<file path="src/rtl/pipe_pkg.sv">
// pipe_pkg
//   Shared definitions for the pipeline skid-buffer stage.
//   pipe_state_e : occupancy-coded FSM state, so the encoding can drive
//                  the Occupancy port directly.
package pipe_pkg;

  typedef enum logic [1:0] {
    EMPTY = 2'd0,
    HALF  = 2'd1,
    FULL  = 2'd2
  } pipe_state_e;

endpackage

</file>
<file path="src/rtl/dffe_sclr.sv">
// dffe_sclr
//   WIDTH-bit enable flop with a synchronous active-high clear to CLR_VAL.
//   clear has priority over enable.
//   Ports:
//     clk  in   clock, rising edge
//     clr  in   synchronous clear, loads CLR_VAL
//     en   in   load enable for d
//     d    in   WIDTH  next value
//     q    out  WIDTH  registered value
module dffe_sclr #(
  parameter int               WIDTH   = 32,
  parameter logic [WIDTH-1:0] CLR_VAL = '0
) (
  input  logic             clk,
  input  logic             clr,
  input  logic             en,
  input  logic [WIDTH-1:0] d,
  output logic [WIDTH-1:0] q
);

  logic [WIDTH-1:0] q_q;
  logic [WIDTH-1:0] q_d;

  always_comb begin
    q_d = q_q;
    if (clr)     q_d = CLR_VAL;
    else if (en) q_d = d;
  end

  always_ff @(posedge clk) begin
    q_q <= q_d;
  end

  assign q = q_q;

endmodule

</file>
<file path="src/rtl/pipe_skid_reg.sv">
// pipe_skid_reg
//   Pipeline-stage register with valid/ready handshake and a two-entry skid
//   buffer. In_Ready is registered, so downstream stalls never form a
//   combinational path back upstream. Flush squashes every held entry.
//   Ports:
//     Clk        in   clock
//     Clr        in   synchronous active-high reset
//     In_D       in   WIDTH  upstream payload
//     In_Valid   in   upstream offers In_D
//     In_Ready   out  block can accept this cycle (registered)
//     Flush      in   synchronous squash of held entries
//     Out_Q      out  WIDTH  main-slot payload (registered)
//     Out_Valid  out  Out_Q is live (registered)
//     Out_Ready  in   downstream consumes this cycle
//     Occupancy  out  2  held entries, 0..2
//
//   state | meaning
//   EMPTY | no entries, M and S hold BUBBLE
//   HALF  | M live, S holds BUBBLE
//   FULL  | M and S live, S is the younger entry
module pipe_skid_reg import pipe_pkg::*; #(
  parameter int               WIDTH  = 32,
  parameter logic [WIDTH-1:0] BUBBLE = {WIDTH{1'b0}}
) (
  input  logic             Clk,
  input  logic             Clr,
  input  logic [WIDTH-1:0] In_D,
  input  logic             In_Valid,
  output logic             In_Ready,
  input  logic             Flush,
  output logic [WIDTH-1:0] Out_Q,
  output logic             Out_Valid,
  input  logic             Out_Ready,
  output logic [1:0]       Occupancy
);

  pipe_state_e state_q, state_d;
  logic        in_ready_q, in_ready_d;
  logic        out_valid_q, out_valid_d;

  logic             accept, drain;
  logic             m_load, m_from_s, m_bubble;
  logic             s_load, s_bubble;
  logic [WIDTH-1:0] m_q, s_q, m_d;

  assign accept = In_Valid & in_ready_q;
  assign drain  = out_valid_q & Out_Ready;

  always_comb begin
    state_d  = state_q;
    m_load   = 1'b0;
    m_from_s = 1'b0;
    m_bubble = 1'b0;
    s_load   = 1'b0;
    s_bubble = 1'b0;
    if (Flush) begin
      // Anything offered or drained this cycle is simply dropped with the rest.
      state_d  = EMPTY;
      m_bubble = 1'b1;
      s_bubble = 1'b1;
    end else begin
      case (state_q)
        EMPTY: begin
          if (accept) begin
            state_d = HALF;
            m_load  = 1'b1;
          end
        end
        HALF: begin
          if (accept && drain) begin
            m_load = 1'b1;
          end else if (accept) begin
            state_d = FULL;
            s_load  = 1'b1;
          end else if (drain) begin
            state_d  = EMPTY;
            m_bubble = 1'b1;
          end
        end
        FULL: begin
          // In_Ready is low here, so only a drain can move the state.
          if (drain) begin
            state_d  = HALF;
            m_load   = 1'b1;
            m_from_s = 1'b1;
            s_bubble = 1'b1;
          end
        end
        default: begin
          state_d  = EMPTY;
          m_bubble = 1'b1;
          s_bubble = 1'b1;
        end
      endcase
    end
    m_d         = m_from_s ? s_q : In_D;
    in_ready_d  = (state_d != FULL);
    out_valid_d = (state_d != EMPTY);
  end

  always_ff @(posedge Clk) begin
    if (Clr) begin
      state_q     <= EMPTY;
      in_ready_q  <= 1'b1;
      out_valid_q <= 1'b0;
    end else begin
      state_q     <= state_d;
      in_ready_q  <= in_ready_d;
      out_valid_q <= out_valid_d;
    end
  end

  dffe_sclr #(.WIDTH(WIDTH), .CLR_VAL(BUBBLE)) u_main (
    .clk (Clk),
    .clr (Clr | m_bubble),
    .en  (m_load),
    .d   (m_d),
    .q   (m_q)
  );

  dffe_sclr #(.WIDTH(WIDTH), .CLR_VAL(BUBBLE)) u_skid (
    .clk (Clk),
    .clr (Clr | s_bubble),
    .en  (s_load),
    .d   (In_D),
    .q   (s_q)
  );

  assign Out_Q     = m_q;
  assign Out_Valid = out_valid_q;
  assign In_Ready  = in_ready_q;
  assign Occupancy = state_q;

endmodule
</file>
<file path="config.mk">
export PLATFORM = sky130hd
export DESIGN_NAME = pipe_skid_reg
export DESIGN_NICKNAME = d
export VERILOG_FILES = /design/src/rtl/pipe_pkg.sv /design/src/rtl/dffe_sclr.sv /design/src/rtl/pipe_skid_reg.sv
export SDC_FILE = /design/constraint.sdc
export NUM_CORES = 1
export LEC_CHECK = 0
export CAP_MARGIN = 5
export CELL_PAD_IN_SITES_DETAIL_PLACEMENT = 2
export CELL_PAD_IN_SITES_GLOBAL_PLACEMENT = 2
export CORE_ASPECT_RATIO = 1.1
export CORE_UTILIZATION = 30
export CTS_CLUSTER_SIZE = 28
export DETAILED_ROUTE_END_ITERATION = 10
export DONT_BUFFER_PORTS = 1
export GPL_TIMING_DRIVEN = 0
export PLACE_DENSITY = 0.64
export SLEW_MARGIN = 5
export SYNTH_ARGS = -nofsm -noshare
export SYNTH_HDL_FRONTEND = slang
export SYNTH_SLANG_ARGS = --single-unit
</file>
<file path="constraint.sdc">
create_clock -name Clk -period 2.5 [get_ports Clk]
set_clock_uncertainty 0.05 [all_clocks]
set_input_delay 0.125 -clock Clk [delete_from_list [all_inputs] [get_ports Clk]]
set_output_delay 0.125 -clock Clk [all_outputs]
set_load 0.005 [all_outputs]
</file>
Word-level counts from Yosys, hierarchy flattened
Cells that the tools add are included.
{"block": "totals", "reg_bits": 68, "out_inout_bits": 36, "word_cells": 41}
{"block": "op_classes", "n_eq_ne": 3, "n_mux": 24, "bitwise": 4, "reduce_logical": 5}
{"operator": "$mux W32", "n": 1}
{"operator": "$mux W1", "n": 13}
{"operator": "$mux W2", "n": 6}
{"operator": "$pmux W2 S3", "n": 1}
{"operator": "$pmux W1 S2", "n": 2}
{"operator": "$reduce_or A2 Y1", "n": 2}
{"operator": "$pmux W1 S3", "n": 1}
{"operator": "$and A1 B1 Y1", "n": 2}
{"operator": "$eq A2 B1 Y1 const B", "n": 1}
{"operator": "$eq A2 B2 Y1 const B", "n": 1}
{"operator": "$logic_not A2 Y1", "n": 1}
{"operator": "$ne A2 B2 Y1 const B", "n": 1}
{"operator": "$or A1 B1 Y1", "n": 2}
{"operator": "$reduce_bool A2 Y1", "n": 1}
{"operator": "$logic_and A1 B1 Y1", "n": 1}

Depth between registers and ports, before layout
Gate-level depths: netlist of the first run.
{"block": "depth", "ltp_word": 7, "ltp_mapped": 6, "depth_no_buf": 4}

Modules after synthesis
Synthesis of the first run repeated with hierarchy kept, for this count alone.
{"block": "hier_totals", "cells_unflattened": 272, "area_unflattened_um2": 2970.3}
{"module": "dffe_sclr", "instances": 2, "cells_per_inst": 103, "area_each_um2": 1163.6}
{"module": "pipe_skid_reg", "instances": 1, "cells_per_inst": 66, "area_each_um2": 643.1}

Worst setup path before layout of the first run
OpenSTA, ideal clock, no wires.
{"block": "synth_timing", "path_type": "register to register", "startpoint": "reg state_q[0], in the netlist Occupancy[0]", "endpoint": "reg u_skid.q_q[0], in the netlist u_skid.q[0]", "setup_ns": 0.132, "arrival_time_ns": 1.356, "path_slack_ns": 0.962, "stages_incl_launch_ff": 7, "path_buffers": 2, "synth_period_minus_slack_ns": 1.538, "path_cell_list": "dfxtp_1 > a21bo_2 > or3_1 > clkbuf_1 > buf_2 > nand2_1 > a21oi_1"}
{"block": "synth_via", "elab_chain_cells": 5, "elab_cells_between_ends": 9, "cone_classes": "eq/ne (2); mux (4); bitwise (1); reduce/logical (2)"}
{"item": "start: declaration", "line": "pipe_skid_reg.sv:37", "text": "pipe_state_e state_q, state_d;"}
{"item": "start signal: assignment", "line": "pipe_skid_reg.sv:107", "text": "state_q <= state_d;"}
{"item": "$eq A2 B1 Y1 or $logic_not A2 Y1 (tied branches)", "line": "pipe_skid_reg.sv:62", "text": "case (state_q)"}
{"item": "$reduce_or A2 Y1 (no source line)"}
{"item": "$pmux W1 S2", "line": "pipe_skid_reg.sv:62"}
{"item": "$mux W1", "line": "pipe_skid_reg.sv:56", "text": "if (Flush) begin"}
{"item": "$or A1 B1 Y1", "line": "pipe_skid_reg.sv:123", "text": ".clr (Clr | s_bubble),"}
{"item": "end signal: assignment", "line": "dffe_sclr.sv:31", "text": "q_q <= q_d;"}
{"item": "end: declaration", "line": "dffe_sclr.sv:21", "text": "logic [WIDTH-1:0] q_q;"}
Parallel ways exist; a longest one is shown, timed or not.
A chain may end at the register's enable or synchronous reset.

Worst setup path after layout of the first run
{"block": "layout_timing", "startpoint": "reg state_q[0], in the netlist Occupancy[0]", "endpoint": "reg state_q[0], in the netlist Occupancy[0]"}
{"block": "layout_via", "elab_chain_cells": 5, "elab_cells_between_ends": 10, "cone_classes": "eq/ne (2); mux (7); reduce/logical (1)"}
{"item": "$mux W2", "line": "pipe_skid_reg.sv:75", "text": "end else if (drain) begin"}
{"item": "$mux W2", "line": "pipe_skid_reg.sv:72", "text": "end else if (accept) begin"}
{"item": "$mux W2", "line": "pipe_skid_reg.sv:70", "text": "if (accept && drain) begin"}
{"item": "$pmux W2 S3 (*)", "line": "pipe_skid_reg.sv:62"}
{"item": "$mux W2 (*)", "line": "pipe_skid_reg.sv:56"}
Mark *: on every way between the ends. The rest lies on a longest branch, timed or not.

==> results of run 1 <==
## cells by family (layout without fill, tap and decap cells)
family	after synthesis	after routing	share of synthesized area, %
simple gates	113	113	16.3
compound gates	73	73	21.0
flops	68	68	46.2
mux	33	33	11.2
buf+inv	24	77	5.35
## how the worst min path moves through the flow
| stage | end | slack [ps] | cells past startpoint |
|---|---|---|---|
| 2_1_floorplan | Occupancy[0]$_SDFF_PP0_ | 150 | 1 |
| 3_3_place_gp | Occupancy[0]$_SDFF_PP0_ | 150 | 1 |
| 3_5_place_dp | Occupancy[0]$_SDFF_PP0_ | 150 | 1 |
| 4_1_cts | u_main.q[5]$_SDFFE_PP0P_ | 0.6 | 2 |
| 5_1_grt | u_main.q[16]$_SDFFE_PP0P_ | 5 | 2 |
| 6_report | u_main.q[27]$_SDFFE_PP0P_ | 10 | 2 |
## power by group through the flow
stage | combinational [mW] | sequential (mW) | clock [mW]
global route | 0.269 | 1.15 | 1.00
floorplan | 0.151 | 1.16 | 0
global placement | 0.189 | 1.17 | 0
detailed placement | 0.195 | 1.17 | 0
finish | 0.243 | 1.14 | 0.923
CTS | 0.248 | 1.14 | 0.953
## repair_timing
| action | in CTS | in global routing |
|---|---|---|
| hold buffers | 37 | 0 |
| hold endpoints to repair | 55 | 0 |
| gates resized for setup | 0 | 0 |
## cells in the mapped netlist, drive strengths merged
| library cell | n |
|---|---|
| a311oi | 1 |
| nand2b | 1 |
| a211oi | 32 |
| o21ai | 2 |
| nand2 | 67 |
| nand3b | 2 |
| clkbuf | 4 |
| o21a | 1 |
| o211ai | 1 |
| nor2 | 35 |
| a21bo | 1 |
| mux2i | 33 |
| nor3 | 1 |
| inv | 1 |
| a21oi | 35 |
| or3 | 1 |
| buf | 19 |
| nor4 | 1 |
| and2 | 1 |
| nor2b | 2 |
| nand4b | 1 |
| nand4bb | 1 |
| dfxtp | 68 |
## sequential cells by signal, summed over array words and instances (netlist names)
| signal | cells |
|---|---|
| Occupancy | 2 |
| u_skid.q | 32 |
| Out_Valid | 1 |
| u_main.q | 32 |
| In_Ready | 1 |
## metal layers
layer  track usage (%)  part of all wire [%]  up-vias
li1                  -                     -     1167
met1              20.5                    42     1210
met2              31.8                    53       45
met3              4.58                   4.5        7
met4              6.93                   1.1        0
met5                 0                     0        -
## area by class of cell
type / instances / area (µm²)
fillers: 1043 / 5780
inverters: 1 / 3.75
well taps: 117 / 146
plain buffers: 23 / 154
multi-input cells: 219 / 1430
clock buffers: 16 / 200
repair buffers: 37 / 370
flip-flops and latches: 68 / 1360
==> flow_summary.toml, run 1 <==
[yosys]
ys_top_cells_by_area = "dfxtp_1 46%, a211oi_2 13%, mux2i_1 11%"
synthesis.nets = 348
syn_avg_cell_area_um2 = 9.48
synth_top_area_cell = "dfxtp_1"
syn_inst = 311
synth_top_area_share_pct = 46.2
synth_seq_cells = 68
yosys_warnings = 0
synth_area_um2 = 2950
synth_cell_types = 27
yosysSeqAreaShare_pct = 46.2

[hold_path]
min_path_type = "input pin to register"
hp-start = "In_D[27]"

[critical_path]
rr_worst_depth = 5
cp-end-kind = "register"
crit_slowest_cell = "dlygate4sd3_1"
required_ps = 2750
crit_type = "register to register"
path_max_fanout = 8
r2r_start = "Occupancy[0]$_SDFF_PP0_"
worst-path-buf-inv = 1
max_stage_delay_ps = 570
path_cells = "a21bo_2 -> mux2i_1 -> nand2b_1 -> a311oi_1 -> dlygate4sd3_1"
critPathLaunch = "Occupancy[0]$_SDFF_PP0_"
cp.arrival_ps = 2220
path_depth = 5
r2r_slack_ps = 530
crit_end = "Occupancy[0]$_SDFF_PP0_"
critPathTopFamily = "buffers and inverters"
r2r-end = "Occupancy[0]$_SDFF_PP0_"
crit_path_start_kind = "register"

[layout]
post-route-util_pct = 38.8
fin_cells = 481
num_antenna_cells = 0
finalNetCount = 396
final_common_cell = "dfxtp_1"
syn2layout_area_growth_pct = 24.3
final_area_um2 = 3660
drive_gt1_share_pct = 19.0
layout_common_cells = "68 x dfxtp_1, 67 x nand2_1, 37 x dlygate4sd3_1, 35 x a21oi_1, 34 x nor2_1"

[routing]
first_iter_violations = 37
viasPerCell = 5.05
routedWlPerCell_um = 17.8
routed_wl_mm = 8.58
drt-pass1-iter-count = 4
drc = 0
via_count = 2429
drtAntennaViolNets = 0

[grt]
grt_max_degree = 11
grtUsageTotal_pct = 18.1
antenna_found_initial = 0
grt_first_pass_wirelength_mm = 13.7
gr-total-overflow = 0
first_global_vias = 2727

[floorplanning]
rows = 37
dieHeight_um = 106
ios = 73
fp.coreArea_um2 = 9440
die_x_um = 96.5
start_util_pct = 31.2
die_area_um2 = 10200

[timing]
maxSlewHeadroom_pct = 64.9
worstMarginPinSlew_ps = 527
grt_setup_unrepaired = "false"
max_freq_ghz = 0.507
fin_crit_sh_pct = 78.9
finalSetupTns_ps = 0
fin_crit_ps = 1970
whs_ps = 14.4
slew_violations = 0
final_hold_viol_count = 0
setup_viol_count_final = 0
setup_slack_ps = 526

[place]
post_dp_cell_area_um2 = 3090
place_inst = 428
pre_cts_ws_ps = 631
io_buffers = 0
dp_hpwl_mm = 5.50
gp_congestion = 0.748

[pwr]
p_sw_uw = 591
clock_power_share_pct = 40.0
sequentialPowerShare_pct = 49.5
ir_drop_v = 0.000262
pwr-share-comb_pct = 10.5
switching_share_pct = 25.6
intPower_mw = 1.72
leakage_nw = 1.21
finalPower_mw = 2.31
power.density_nw_per_um2 = 630

[cts]
clk_pin_slew_ps = 70
clockRootBuffer = "clkbuf_8"
clkLatencyLatePin_ps = 350
cts_setup_buffers = 0
clock-sinks = 68
cts.path.max_buffers = 2
cts_buffers = 9
cts_tree = "yes"
htreeDepth = 3

[job]
maxCapViolCount = 0

[outcome]
status = "finished clean"
Note: power is estimated with default switching activity, not from simulation.
==> run 2: changes to the inputs <==
==> constraint.sdc (replaced) <==
create_clock -name Clk -period 2 [get_ports Clk]
set_clock_uncertainty 0.05 [all_clocks]
set_input_delay 0.1 -clock Clk [delete_from_list [all_inputs] [get_ports Clk]]
set_output_delay 0.1 -clock Clk [all_outputs]
set_load 0.005 [all_outputs]
==> flow_summary.toml, run 2 (synthesis results as in run 1) <==
[outcome]
status = "finished clean"

[timing]
setup_viol_count_final = 0
final_hold_viol_count = 0
finalSetupTns_ps = 0
maxSlewHeadroom_pct = 65.4
setup_slack_ps = 120
fin_crit_sh_pct = 94.0
grt_setup_unrepaired = "false"
slew_violations = 0
whs_ps = 16.4
max_freq_ghz = 0.532
worstMarginPinSlew_ps = 519
fin_crit_ps = 1880

[cts]
htreeDepth = 3
cts.path.max_buffers = 2
clk_pin_slew_ps = 80
cts_buffers = 9
clkLatencyLatePin_ps = 350
clock-sinks = 68
clockRootBuffer = "clkbuf_8"
cts_tree = "yes"

[hold_path]
whs_endpoint = "u_main.q[31]$_SDFFE_PP0P_"
hold_depth = 2
hp-start = "In_D[31]"
min_path_type = "input pin to register"

[pwr]
ir_drop_v = 0.000326
pwr-share-comb_pct = 10.6
p_sw_uw = 734
power.density_nw_per_um2 = 786
sequentialPowerShare_pct = 49.6
clock_power_share_pct = 39.8
switching_share_pct = 25.5
intPower_mw = 2.15
leakage_nw = 1.21
finalPower_mw = 2.88

[job]
maxCapViolCount = 0

[floorplanning]
dieHeight_um = 106
start_util_pct = 31.2
die_area_um2 = 10200
fp.coreArea_um2 = 9440
rows = 37
ios = 73
die_x_um = 96.5

[grt]
gr-total-overflow = 0
grt_max_degree = 11
first_global_vias = 2714
grt_first_pass_wirelength_mm = 13.5
antenna_found_initial = 0
grtUsageTotal_pct = 17.8

[routing]
viasPerCell = 5.03
first_iter_violations = 36
drc = 0
via_count = 2419
routed_wl_mm = 8.47
drtAntennaViolNets = 0
drt-pass1-iter-count = 3
routedWlPerCell_um = 17.6

[layout]
final_area_um2 = 3670
finalNetCount = 396
seq_area_um2 = 1360
post-route-util_pct = 38.8
fin_cells = 481
syn2layout_area_growth_pct = 24.4
num-fill-cells = 1042
multiInputGateArea_um2 = 1430
drive_gt1_share_pct = 19.2
layout_common_cells = "67 x dfxtp_1, 67 x nand2_1, 37 x dlygate4sd3_1, 35 x a21oi_1, 34 x nor2_1"
num_antenna_cells = 0

[place]
dp_hpwl_mm = 5.50
gp_congestion = 0.748
io_buffers = 0
pre_cts_ws_ps = 131
post_dp_cell_area_um2 = 3090
place_inst = 428

[critical_path]
critPathTopFamily = "buffers and inverters"
r2r_slack_ps = 120
max_stage_delay_ps = 570
cp.arrival_ps = 2120
r2r-end = "Occupancy[0]$_SDFF_PP0_"
required_ps = 2240
path_cells = "a21bo_2 -> mux2i_1 -> nand2b_1 -> a311oi_1 -> dlygate4sd3_1"
worst-path-buf-inv = 1
crit_type = "register to register"
path_depth = 5
crit_slowest_cell = "dlygate4sd3_1"
rr_worst_depth = 5
crit_path_start_kind = "register"
r2r_start = "Occupancy[0]$_SDFF_PP0_"
cp-end-kind = "register"
path_max_fanout = 8
==> run 2: cell type report <==
class / count / area share (%)
multi-input combinational: 219 / 39.0
clock buffer: 16 / 5.46
inverter: 1 / 0.102
sequential: 68 / 37.2
buffer: 23 / 4.20
timing repair buffer: 37 / 10.1
tap: 117 / 3.99
==> run 2: power groups by stage <==
stage          Clock (mW)  Sequential, mW  Combinational (mW)
6_report             1.15            1.43               0.306
5_1_grt              1.24            1.44               0.339
4_1_cts              1.19            1.43               0.313
3_5_place_dp            0            1.46               0.244
3_3_place_gp            0            1.46               0.237
2_1_floorplan           0            1.45               0.188
==> run 2: timing repair <==
| action | in CTS | in global routing |
|---|---|---|
| buffers inserted | 0 | 0 |
| resized for setup | 0 | 1 |
| setup endpoints to repair | 0 | 1 |
| hold buffers | 37 | 0 |
| endpoints found under the hold margin | 67 | 0 |
==> run 2: worst max path at each step <==
stage,startpoint,endpoint,slack (ps)
2_1_floorplan,Occupancy[0]$_SDFF_PP0_,u_skid.q[0]$_SDFFE_PP0P_,460
3_3_place_gp,Occupancy[0]$_SDFF_PP0_,u_skid.q[20]$_SDFFE_PP0P_,180
3_5_place_dp,Occupancy[1]$_SDFF_PP0_,u_main.q[19]$_SDFFE_PP0P_,130
4_1_cts,Occupancy[0]$_SDFF_PP0_,Occupancy[0]$_SDFF_PP0_,90
5_1_grt,Occupancy[1]$_SDFF_PP0_,u_main.q[10]$_SDFFE_PP0P_,5
6_report,Occupancy[0]$_SDFF_PP0_,Occupancy[0]$_SDFF_PP0_,120
==> run 2: metal layers <==
layer  GRT usage [%]  vias to the layer above  share of wire (%)
met5               0                        -                  0
met4            6.93                        0                1.3
met3            4.51                       10                4.4
met2            31.8                       44                 53
met1            19.8                     1199                 41
li1                -                     1166                  -
==> run 3: changes to the inputs <==
--- a/config.mk
+++ b/config.mk
@@ -14,8 +14,9 @@
 export DETAILED_ROUTE_END_ITERATION = 10
 export DONT_BUFFER_PORTS = 1
 export GPL_TIMING_DRIVEN = 0
-export PLACE_DENSITY = 0.64
+export PLACE_DENSITY = 0.61
 export SLEW_MARGIN = 5
 export SYNTH_ARGS = -nofsm -noshare
 export SYNTH_HDL_FRONTEND = slang
+export SYNTH_HIERARCHICAL = 1
 export SYNTH_SLANG_ARGS = --single-unit
==> flow_summary.toml, run 3 <==
[critical_path]
critPathLaunch = "Occupancy[1]$_SDFF_PP0_"
path_max_fanout = 10
r2r-end = "u_main/q[2]$_SDFFE_PP0P_"
cp_common_cell = "buf_6"
path_cells = "buf_6 -> nor2b_4 -> nor3b_4 -> buf_6 -> buf_8 -> mux2_2 -> mux2i_1 -> nor2_1"
crit_type = "register to register"
cp-end-kind = "register"
r2r_slack_ps = 150
rr_worst_depth = 8
r2r_start = "Occupancy[1]$_SDFF_PP0_"
crit_path_start_kind = "register"
path_depth = 8
crit_slowest_cell = "dfxtp_2"
critPathTopFamily = "multiplexers"
max_stage_delay_ps = 350
worst-path-buf-inv = 3
cp.arrival_ps = 2030
crit_end = "u_main/q[2]$_SDFFE_PP0P_"
required_ps = 2180

[cts]
cts.path.max_buffers = 2
clock-sinks = 68
cts_buffers = 9
htreeDepth = 3
clk_pin_slew_ps = 80
cts_tree = "yes"
clockRootBuffer = "clkbuf_8"
clkLatencyLatePin_ps = 340

[layout]
syn2layout_area_growth_pct = 23.8
final_common_cell = "dfxtp_1"
drive_gt1_share_pct = 18.5
final_area_um2 = 3680
num_antenna_cells = 0
post-route-util_pct = 38.7
finalNetCount = 356
layout_common_cells = "67 x dfxtp_1, 65 x nor2_1, 64 x mux2i_1, 34 x dlygate4sd3_1, 26 x mux2_2"

[yosys]
ys_top_cells_by_count = "68 x dfxtp_1, 65 x nor2_1, 64 x mux2i_1"
synth_edf_count = 0
syn_avg_cell_area_um2 = 10.9
synth-simple-area-share_pct = 11.5
yosysMostFrequentCell = "dfxtp_1"
yosysSeqAreaShare_pct = 45.8
synth_top_area_cell = "dfxtp_1"
postSynth.asyncResetShare_pct = 0
yosys_warnings = 6
syn_inst = 272
synth_top_family_by_area = "multiplexers"
synthMuxAreaShare_pct = 33.7
synth_seq_cells = 68
synth-compound-area-share_pct = 1.73
synth_cell_types = 23
synth_fa_ha_area_share_pct = 0
synthesis.nets = 309
synth_top_flop_cell = "dfxtp_1"
synth_top_area_share_pct = 45.8
synth_area_um2 = 2970
synth_xor_area_share_pct = 0
ys_top_cells_by_area = "dfxtp_1 46%, mux2i_1 22%, mux2_2 9.9%"

[place]
dp_hpwl_mm = 4.73
io_buffers = 0
gp_congestion = 0.699
pre_cts_ws_ps = -69.6
post_dp_cell_area_um2 = 3120

[pwr]
ir_drop_v = 0.000321
power.density_nw_per_um2 = 747
leakage_nw = 1.29

[timing]
whs_ps = 14.4
setup_viol_count_final = 0
final_hold_viol_count = 0
setup_slack_ps = 145
max_freq_ghz = 0.539
finalSetupTns_ps = 0
grt_setup_unrepaired = "false"
slew_violations = 0
worstMarginPinSlew_ps = 501
maxSlewHeadroom_pct = 66.6
fin_crit_sh_pct = 92.7
fin_crit_ps = 1850

[job]
maxCapViolCount = 0

[routing]
first_iter_violations = 19
routedWlPerCell_um = 16.6
route.met3.wl_um = 398
drc = 0
routed_wl_mm = 7.33
routed.top_layer = "met4"
drtAntennaViolNets = 0
drt-met1-wl_mm = 3.16
met2WireLength_mm = 3.68
drt-pass1-iter-count = 3
via_count = 2086
viasPerCell = 4.73

[grt]
grt_first_pass_wirelength_mm = 12.4
first_global_vias = 2403
gr-total-overflow = 0
grt_max_degree = 12
grtUsageTotal_pct = 15.5
antenna_found_initial = 0

[floorplanning]
die_x_um = 96.9
ios = 73
rows = 37
start_util_pct = 31.3
dieHeight_um = 106
fp.coreArea_um2 = 9490
die_area_um2 = 10300

[hold_path]
min_path_type = "input pin to register"

[outcome]
status = "finished clean"
[run 3: cell count changes in the layout (fill, tap and decap cells not counted), moves of 12 or more]
cell | before | now
buf_2 | 12 | 0
a21oi_1 | 35 | 3
mux2_2 | 0 | 26
nand2_1 | 67 | 6
mux2i_1 | 33 | 64
nor2_1 | 34 | 65
a211oi_2 | 31 | 0
[run 3: layout make-up]
class,instances,area [µm²]
repair buffers,36,359
clock buffers,11,131
clock inverters,5,52.6
fillers,1025,5810
flip-flops and latches,68,1360
plain buffers,18,221
well taps,117,146
inverters,2,7.51
multi-input cells,184,1400
[run 3: per-layer routing]
layer,vias up,global-route usage [%]
li1,1019,-
met1,1014,17.4
met2,44,27.6
met3,9,5.39
met4,0,4.80
met5,-,0
[run 3: worst min path at each step]
stage / from / endpoint / slack [ps] / cells after the start
6_report: In_D[24] / u_main/q[24]$_SDFFE_PP0P_ / 10 / 3
3_5_place_dp: In_D[19] / u_skid/q[19]$_SDFFE_PP0P_ / 210 / 2
4_1_cts: In_D[24] / u_main/q[24]$_SDFFE_PP0P_ / 1 / 3
3_3_place_gp: In_D[26] / u_skid/q[26]$_SDFFE_PP0P_ / 200 / 2
2_1_floorplan: In_D[0] / u_skid/q[0]$_SDFFE_PP0P_ / 200 / 2
5_1_grt: In_D[10] / u_main/q[10]$_SDFFE_PP0P_ / 30 / 3
[run 3: kinds of logic after synthesis]
group           count (synthesis)
flops                          68
buf+inv                        20
compound gates                  9
mux                            96
simple gates                   79
[run 3: metrics by stage]
step	cells	power, mW
floorplan	272	1.58
global placement	389	1.61
detailed placement	389	1.62
CTS	441	2.81
global route	441	2.89
finish	441	2.75
[run 3: worst reg2reg max path: cells and delay by family (launching register included)]
family	cells	cell delay, ps
AND/OR/NAND/NOR	3	410
flip-flops	1	350
multiplexers	2	510
buffers and inverters	3	430
[run 3: power breakdown]
part	switching, mW	total (mW)	internal [mW]
clock	0.530	1.10	0.571
combinational	0.114	0.255	0.141
sequential	0.0174	1.39	1.37
[run 3: what timing repair did]
item	CTS	global route
hold buffers	34	0
pin swaps	0	0
resized for setup	1	11
setup endpoints to repair	31	31
endpoints found under the hold margin	64	0
setup buffers	2	0
